$ cat config.mk
export PLATFORM = sky130hd
export DESIGN_NAME = bf_alu_pipe
export DESIGN_NICKNAME = d
export VERILOG_FILES = /design/src/rtl/bf_alu_pipe.sv
export SDC_FILE = /design/constraint.sdc
export NUM_CORES = 1
export LEC_CHECK = 0
export ABC_AREA = 1
export BUFFER_PORTS_ARGS = -buffer_cell sky130_fd_sc_hd__buf_2
export CORE_MARGIN = 5
export CORE_UTILIZATION = 56
export CTS_BUF_LIST = sky130_fd_sc_hd__clkbuf_4 sky130_fd_sc_hd__clkbuf_8
export CTS_CLUSTER_SIZE = 10
export DETAILED_ROUTE_END_ITERATION = 16
export PLACE_DENSITY = 0.83
export RECOVER_POWER = 50
export REMOVE_ABC_BUFFERS = 1
export SLEW_MARGIN = 20
export SYNTH_ARGS = -nofsm -noshare
export SYNTH_HDL_FRONTEND = slang
export SYNTH_SLANG_ARGS = --single-unit
$ cat constraint.sdc
create_clock -name clk -period 3.76 [get_ports clk]
set_input_delay 0.188 -clock clk [delete_from_list [all_inputs] [get_ports clk]]
set_output_delay 0.188 -clock clk [all_outputs]
set_load 0.005 [all_outputs]
$ cat src/rtl/bf_alu_pipe.sv
// Single-slot execute unit for the threadbrain tape machine: cell arithmetic, pointer
// moves, run-length branches, byte I/O handshakes and HALT, with a one-cycle writeback forward.
module bf_alu_pipe #(
  parameter int unsigned DATA_W = 16,
  parameter int unsigned PTR_W  = 16,
  parameter int unsigned ADDR_W = 12
) (
  input  logic              clk,
  input  logic              rst_n,
  input  logic [15:0]       ins_in,
  input  logic              ins_valid,
  output logic              ins_ready,
  input  logic [DATA_W-1:0] val_in,
  output logic [PTR_W-1:0]  ptr_select,
  output logic [DATA_W-1:0] val_out,
  output logic              wb_en,
  output logic [PTR_W-1:0]  ptr_wb,
  output logic [ADDR_W-1:0] branch_val,
  output logic              branch_en,
  output logic [DATA_W-1:0] out_data,
  output logic              out_valid,
  input  logic              out_ready,
  input  logic [DATA_W-1:0] in_data,
  input  logic              in_valid,
  output logic              in_ready,
  output logic              halted
);

  typedef enum logic [3:0] {
    OP_NOP   = 4'h0,
    OP_PLUS  = 4'h1,
    OP_MINUS = 4'h2,
    OP_INC   = 4'h3,
    OP_DEC   = 4'h4,
    OP_BRZ   = 4'h5,
    OP_BRNZ  = 4'h6,
    OP_OUT   = 4'h7,
    OP_IN    = 4'h8,
    OP_HALT  = 4'hF
  } op_e;

  logic [15:0]       r_ins;
  logic [PTR_W-1:0]  r_ptr;
  logic [PTR_W-1:0]  r_wptr;
  logic [DATA_W-1:0] r_fwd_val;
  logic              r_fwd_vld;
  logic              r_halted;

  op_e               w_op;
  logic [11:0]       w_imm;
  logic [DATA_W-1:0] w_opv;
  logic [PTR_W-1:0]  w_ptr_next;
  logic              w_stall;
  logic              w_halt_op;

  assign w_op  = op_e'(r_ins[15:12]);
  assign w_imm = (r_ins[11:0] == 12'd0) ? 12'd1 : r_ins[11:0];

  // Memory lags a write by one cycle, so a same-cell read right after a write takes the forward.
  assign w_opv = (r_fwd_vld && (r_ptr == r_wptr)) ? r_fwd_val : val_in;

  always_comb begin
    w_ptr_next = r_ptr;
    val_out    = '0;
    wb_en      = 1'b0;
    branch_en  = 1'b0;
    branch_val = '0;
    out_data   = '0;
    out_valid  = 1'b0;
    in_ready   = 1'b0;
    w_stall    = 1'b0;
    w_halt_op  = 1'b0;
    case (w_op)
      OP_PLUS: begin
        val_out = w_opv + DATA_W'(w_imm);
        wb_en   = 1'b1;
      end
      OP_MINUS: begin
        val_out = w_opv - DATA_W'(w_imm);
        wb_en   = 1'b1;
      end
      OP_INC: w_ptr_next = r_ptr + PTR_W'(w_imm);
      OP_DEC: w_ptr_next = r_ptr - PTR_W'(w_imm);
      OP_BRZ: begin
        if (w_opv == '0) begin
          branch_en  = 1'b1;
          branch_val = r_ins[ADDR_W-1:0];
        end
      end
      OP_BRNZ: begin
        if (w_opv != '0) begin
          branch_en  = 1'b1;
          branch_val = r_ins[ADDR_W-1:0];
        end
      end
      OP_OUT: begin
        out_data  = w_opv;
        out_valid = 1'b1;
        w_stall   = !out_ready;
      end
      OP_IN: begin
        in_ready = 1'b1;
        if (in_valid) begin
          val_out = in_data;
          wb_en   = 1'b1;
        end else begin
          w_stall = 1'b1;
        end
      end
      OP_HALT: w_halt_op = 1'b1;
      default: ;
    endcase
  end

  assign ins_ready  = !r_halted && !w_halt_op && !w_stall && !branch_en;
  assign ptr_select = w_ptr_next;
  assign ptr_wb     = r_ptr;
  assign halted     = r_halted;

  always_ff @(posedge clk or negedge rst_n) begin
    if (!rst_n) begin
      r_ins     <= '0;
      r_ptr     <= '0;
      r_wptr    <= '0;
      r_fwd_val <= '0;
      r_fwd_vld <= 1'b0;
      r_halted  <= 1'b0;
    end else begin
      r_ptr     <= w_ptr_next;
      r_wptr    <= r_ptr;
      r_fwd_val <= val_out;
      r_fwd_vld <= wb_en;
      if (w_halt_op) r_halted <= 1'b1;
      if (!w_stall) r_ins <= (ins_valid && ins_ready) ? ins_in : '0;
    end
  end

endmodule

==> out/qor.csv <==
metric,value,unit
placedCellCount,1077,
relSlewSlack,43.8,%
synthToLayoutAreaGrowth,45.7,%
setup_ws,-0.432,ns
grt_remaining_overflow,0,
holdWs,0.0650,ns
syn-cell-area,5390,um2
skew,0.0206,ns
cts_tree,built,
violations,negative setup slack,
num_rows,35,
drc,0,
syn_area_per_cell,6.86,um2
p_per_area,637,nW/um2
die_h,108,um
place_area,6480,um2
critPathCaptureType,output port,
seq_area_frac_synth,30.6,%
synth_edf_count,0,
syn-instance-count,786,
worstSetupEndpoint,ptr_select[12],
vias,7032,
fmax,0.239,GHz
setup_tns,-5.25,ns
critPathLaunchType,register,
io_buffers,134,
final_max_slew_viol_count,0,
worst_pin_slew,0.840,ns
fp.dieW,108,um
routed_wl,23400,um
die_area,11700,um2
cts.sinks,66,
drtIter0Drc,1048,
root_buffer,clkbuf_8,
timing.rr.end,r_fwd_val[13],
yosysUniqueCellTypes,44,
crit_required,3.57,ns
antenna_found_initial,1,
drive_above_1_share,41.3,%
dr.pass1.iters,6,
yosys.area.top_type_share,30.6,%
synth_ff_type,dfrtp_1,
initial_core_util,57.8,%
crit_type,reg2out,
ir_drop,0.550,mV
grt_pass1_wl,27300,um
pin_count,135,
synthArstFlopShare,100,%
critPathLaunch,r_ins[1],
grt_pass1_vias,5573,
hold_viol,0,
clockBufferDepth,2,
clkTransAtPathRegs,0.09,ns
status,finished with violations,
p_leak,4.29,nW
worstPathArrival,4.00,ns
track_usage,29.5,%
diodes,0,
yosys_warnings,0,
r2r-start,r_ins[1],
grt_max_degree,41,
place_congestion,1.02,
stdcell_count,1159,
fin_area,7850,um2
setup_viol,21,
wl_per_cell,20.2,um
crit_fanout,4,
grt_setup_unrepaired,yes,
reg2reg_slack,0.10,ns
fp.coreArea,9330,um2
hp-class,in2reg,
fillers,527,
insertion_delay,0.37,ns
yosys.area.top_type,dfrtp_1,
numCtsBuffers,9,
netlist_top_cells_area,"dfrtp_1 (31%), nand2_1 (18%), ha_1 (7.2%), o21ai_0 (5.8%), inv_1 (5.6%)",
hpwl,13100,um
fin_crit_sh,111,%
synth_seq_cells,66,
finalCriticalPeriod,4.19,ns
rr_worst_depth,20,
maxCapViolCount,0,
route.antenna.remaining_nets,0,
viasPerCell,6.07,
htree_levels,3,
power.total,5.00,mW
fin_nets,1111,
==> sequential cells by signal, indices dropped and copies added (netlist names) <==
signal / cells
r_wptr: 16
r_fwd_vld: 1
halted: 1
r_ins: 16
r_fwd_val: 16
ptr_wb: 16
==> routing by layer <==
| metal | wire [um] | part of all wire, % | global-route usage, % |
|---|---|---|---|
| met2 | 10300 | 44 | 47.1 |
| met1 | 8330 | 36 | 41.0 |
| met5 | 9 | 0.038 | 0 |
| met3 | 2920 | 12 | 4.72 |
| met4 | 1830 | 7.8 | 9.83 |
==> how the worst min path moves through the flow <==
| stage | startpoint | to | slack [ns] | cells after the start |
|---|---|---|---|---|
| detailed placement | rst_n | r_wptr[7] | 0.21 | 1 |
| floorplan | rst_n | halted | -0.11 | 0 |
| global placement | rst_n | ptr_wb[9] | 0.21 | 1 |
| finish | ins_in[9] | r_ins[9] | 0.07 | 3 |
| CTS | ins_in[7] | r_ins[7] | 0.07 | 3 |
| global route | ins_in[7] | r_ins[7] | 0.08 | 3 |
==> cell families after synthesis <==
logic type	Yosys count	synth area share, %
AOI/OAI and AO/OA	111	11.2
xor gates and xnor gates	30	4.87
adders and majority gates	33	7.94
buffers and inverters	120	9.28
DFF	66	30.6
and+or+nand+nor	426	36.1
==> worst max-delay path: stages, from the launching register on <==
cell,delay (ns)
dfrtp_1,0.43
nor4_4,0.32
nand3_1,0.13
nand2_2,0.10
inv_2,0.06
buf_4,0.14
nand3_1,0.07
xor2_1,0.25
nand2_1,0.14
o21ai_0,0.14
ha_1,0.33
a21oi_1,0.16
nand2_1,0.10
nand3_2,0.07
nand2_2,0.09
nand2_1,0.13
nand2_1,0.12
nand2_1,0.08
nand2_1,0.09
nand3_1,0.10
nand2_1,0.07
xor2_1,0.15
o21ai_1,0.20
buf_2,0.16
==> synth_stat cells, drive strengths merged, types with 3 or more instances <==
cell type	number
nand2	257
inv	94
nor2	71
dfrtp	66
o21ai	65
nand3	35
ha	31
nand4	31
a21oi	30
xor2	21
nand3b	15
clkbuf	14
buf	11
nor3	10
xnor2	9
or2	5
a31oi	3
==> where the power goes <==
| part | leakage (nW) | switching [mW] | internal [mW] |
|---|---|---|---|
| combinational | 3.35 | 1.95 | 1.36 |
| sequential | 0.850 | 0.191 | 0.914 |
| clock | 0.0872 | 0.333 | 0.249 |
==> layout make-up <==
type,instances,area [um2],area share [%]
clock buffers,9,124,1.58
inverters,95,360,4.59
repair inverters,1,7.51,0.0956
clock inverters,7,58.8,0.749
well taps,129,161,2.06
flip-flops and latches,66,1650,21.1
repair buffers,252,1550,19.7
multi-input cells,600,3940,50.1
==> through the flow <==
stage / util (%) / setup WS, ns
floorplan: - / 0.201
global placement: 69.5 / 0.0692
detailed placement: 69.5 / 0.00312
CTS: 75.5 / -0.00152
global route: 84.2 / -0.526
finish: 84.2 / -0.432
==> placed cells by master, fill, tap and decap left out, drive strengths merged, types with 2 or more instances in the layout <==
| cell | netlist | layout |
|---|---|---|
| buf | 11 | 241 |
| nand3b | 15 | 15 |
| dfrtp | 66 | 66 |
| clkinv | 1 | 2 |
| nor2 | 71 | 71 |
| o21ai | 65 | 65 |
| or2 | 5 | 5 |
| nand2 | 257 | 257 |
| xnor2 | 9 | 9 |
| a21oi | 30 | 30 |
| o31ai | 2 | 2 |
| nand4 | 31 | 31 |
| o41ai | 2 | 2 |
| xor2 | 21 | 21 |
| clkbuf | 14 | 19 |
| a31oi | 3 | 3 |
| inv | 94 | 97 |
| ha | 31 | 31 |
| a21boi | 2 | 2 |
| nor3 | 10 | 10 |
| clkinvlp | 0 | 4 |
| nand3 | 35 | 35 |
| fa | 2 | 2 |
==> repair_timing <==
item	CTS	global route
setup endpoints to repair	15	21
hold buffers	1	0
endpoints found under the hold margin	26	0
gates resized for setup	61	143
buffers inserted	28	38
pin swaps	25	78
gates cloned	0	1
Note: power is estimated with default switching activity, not from simulation.
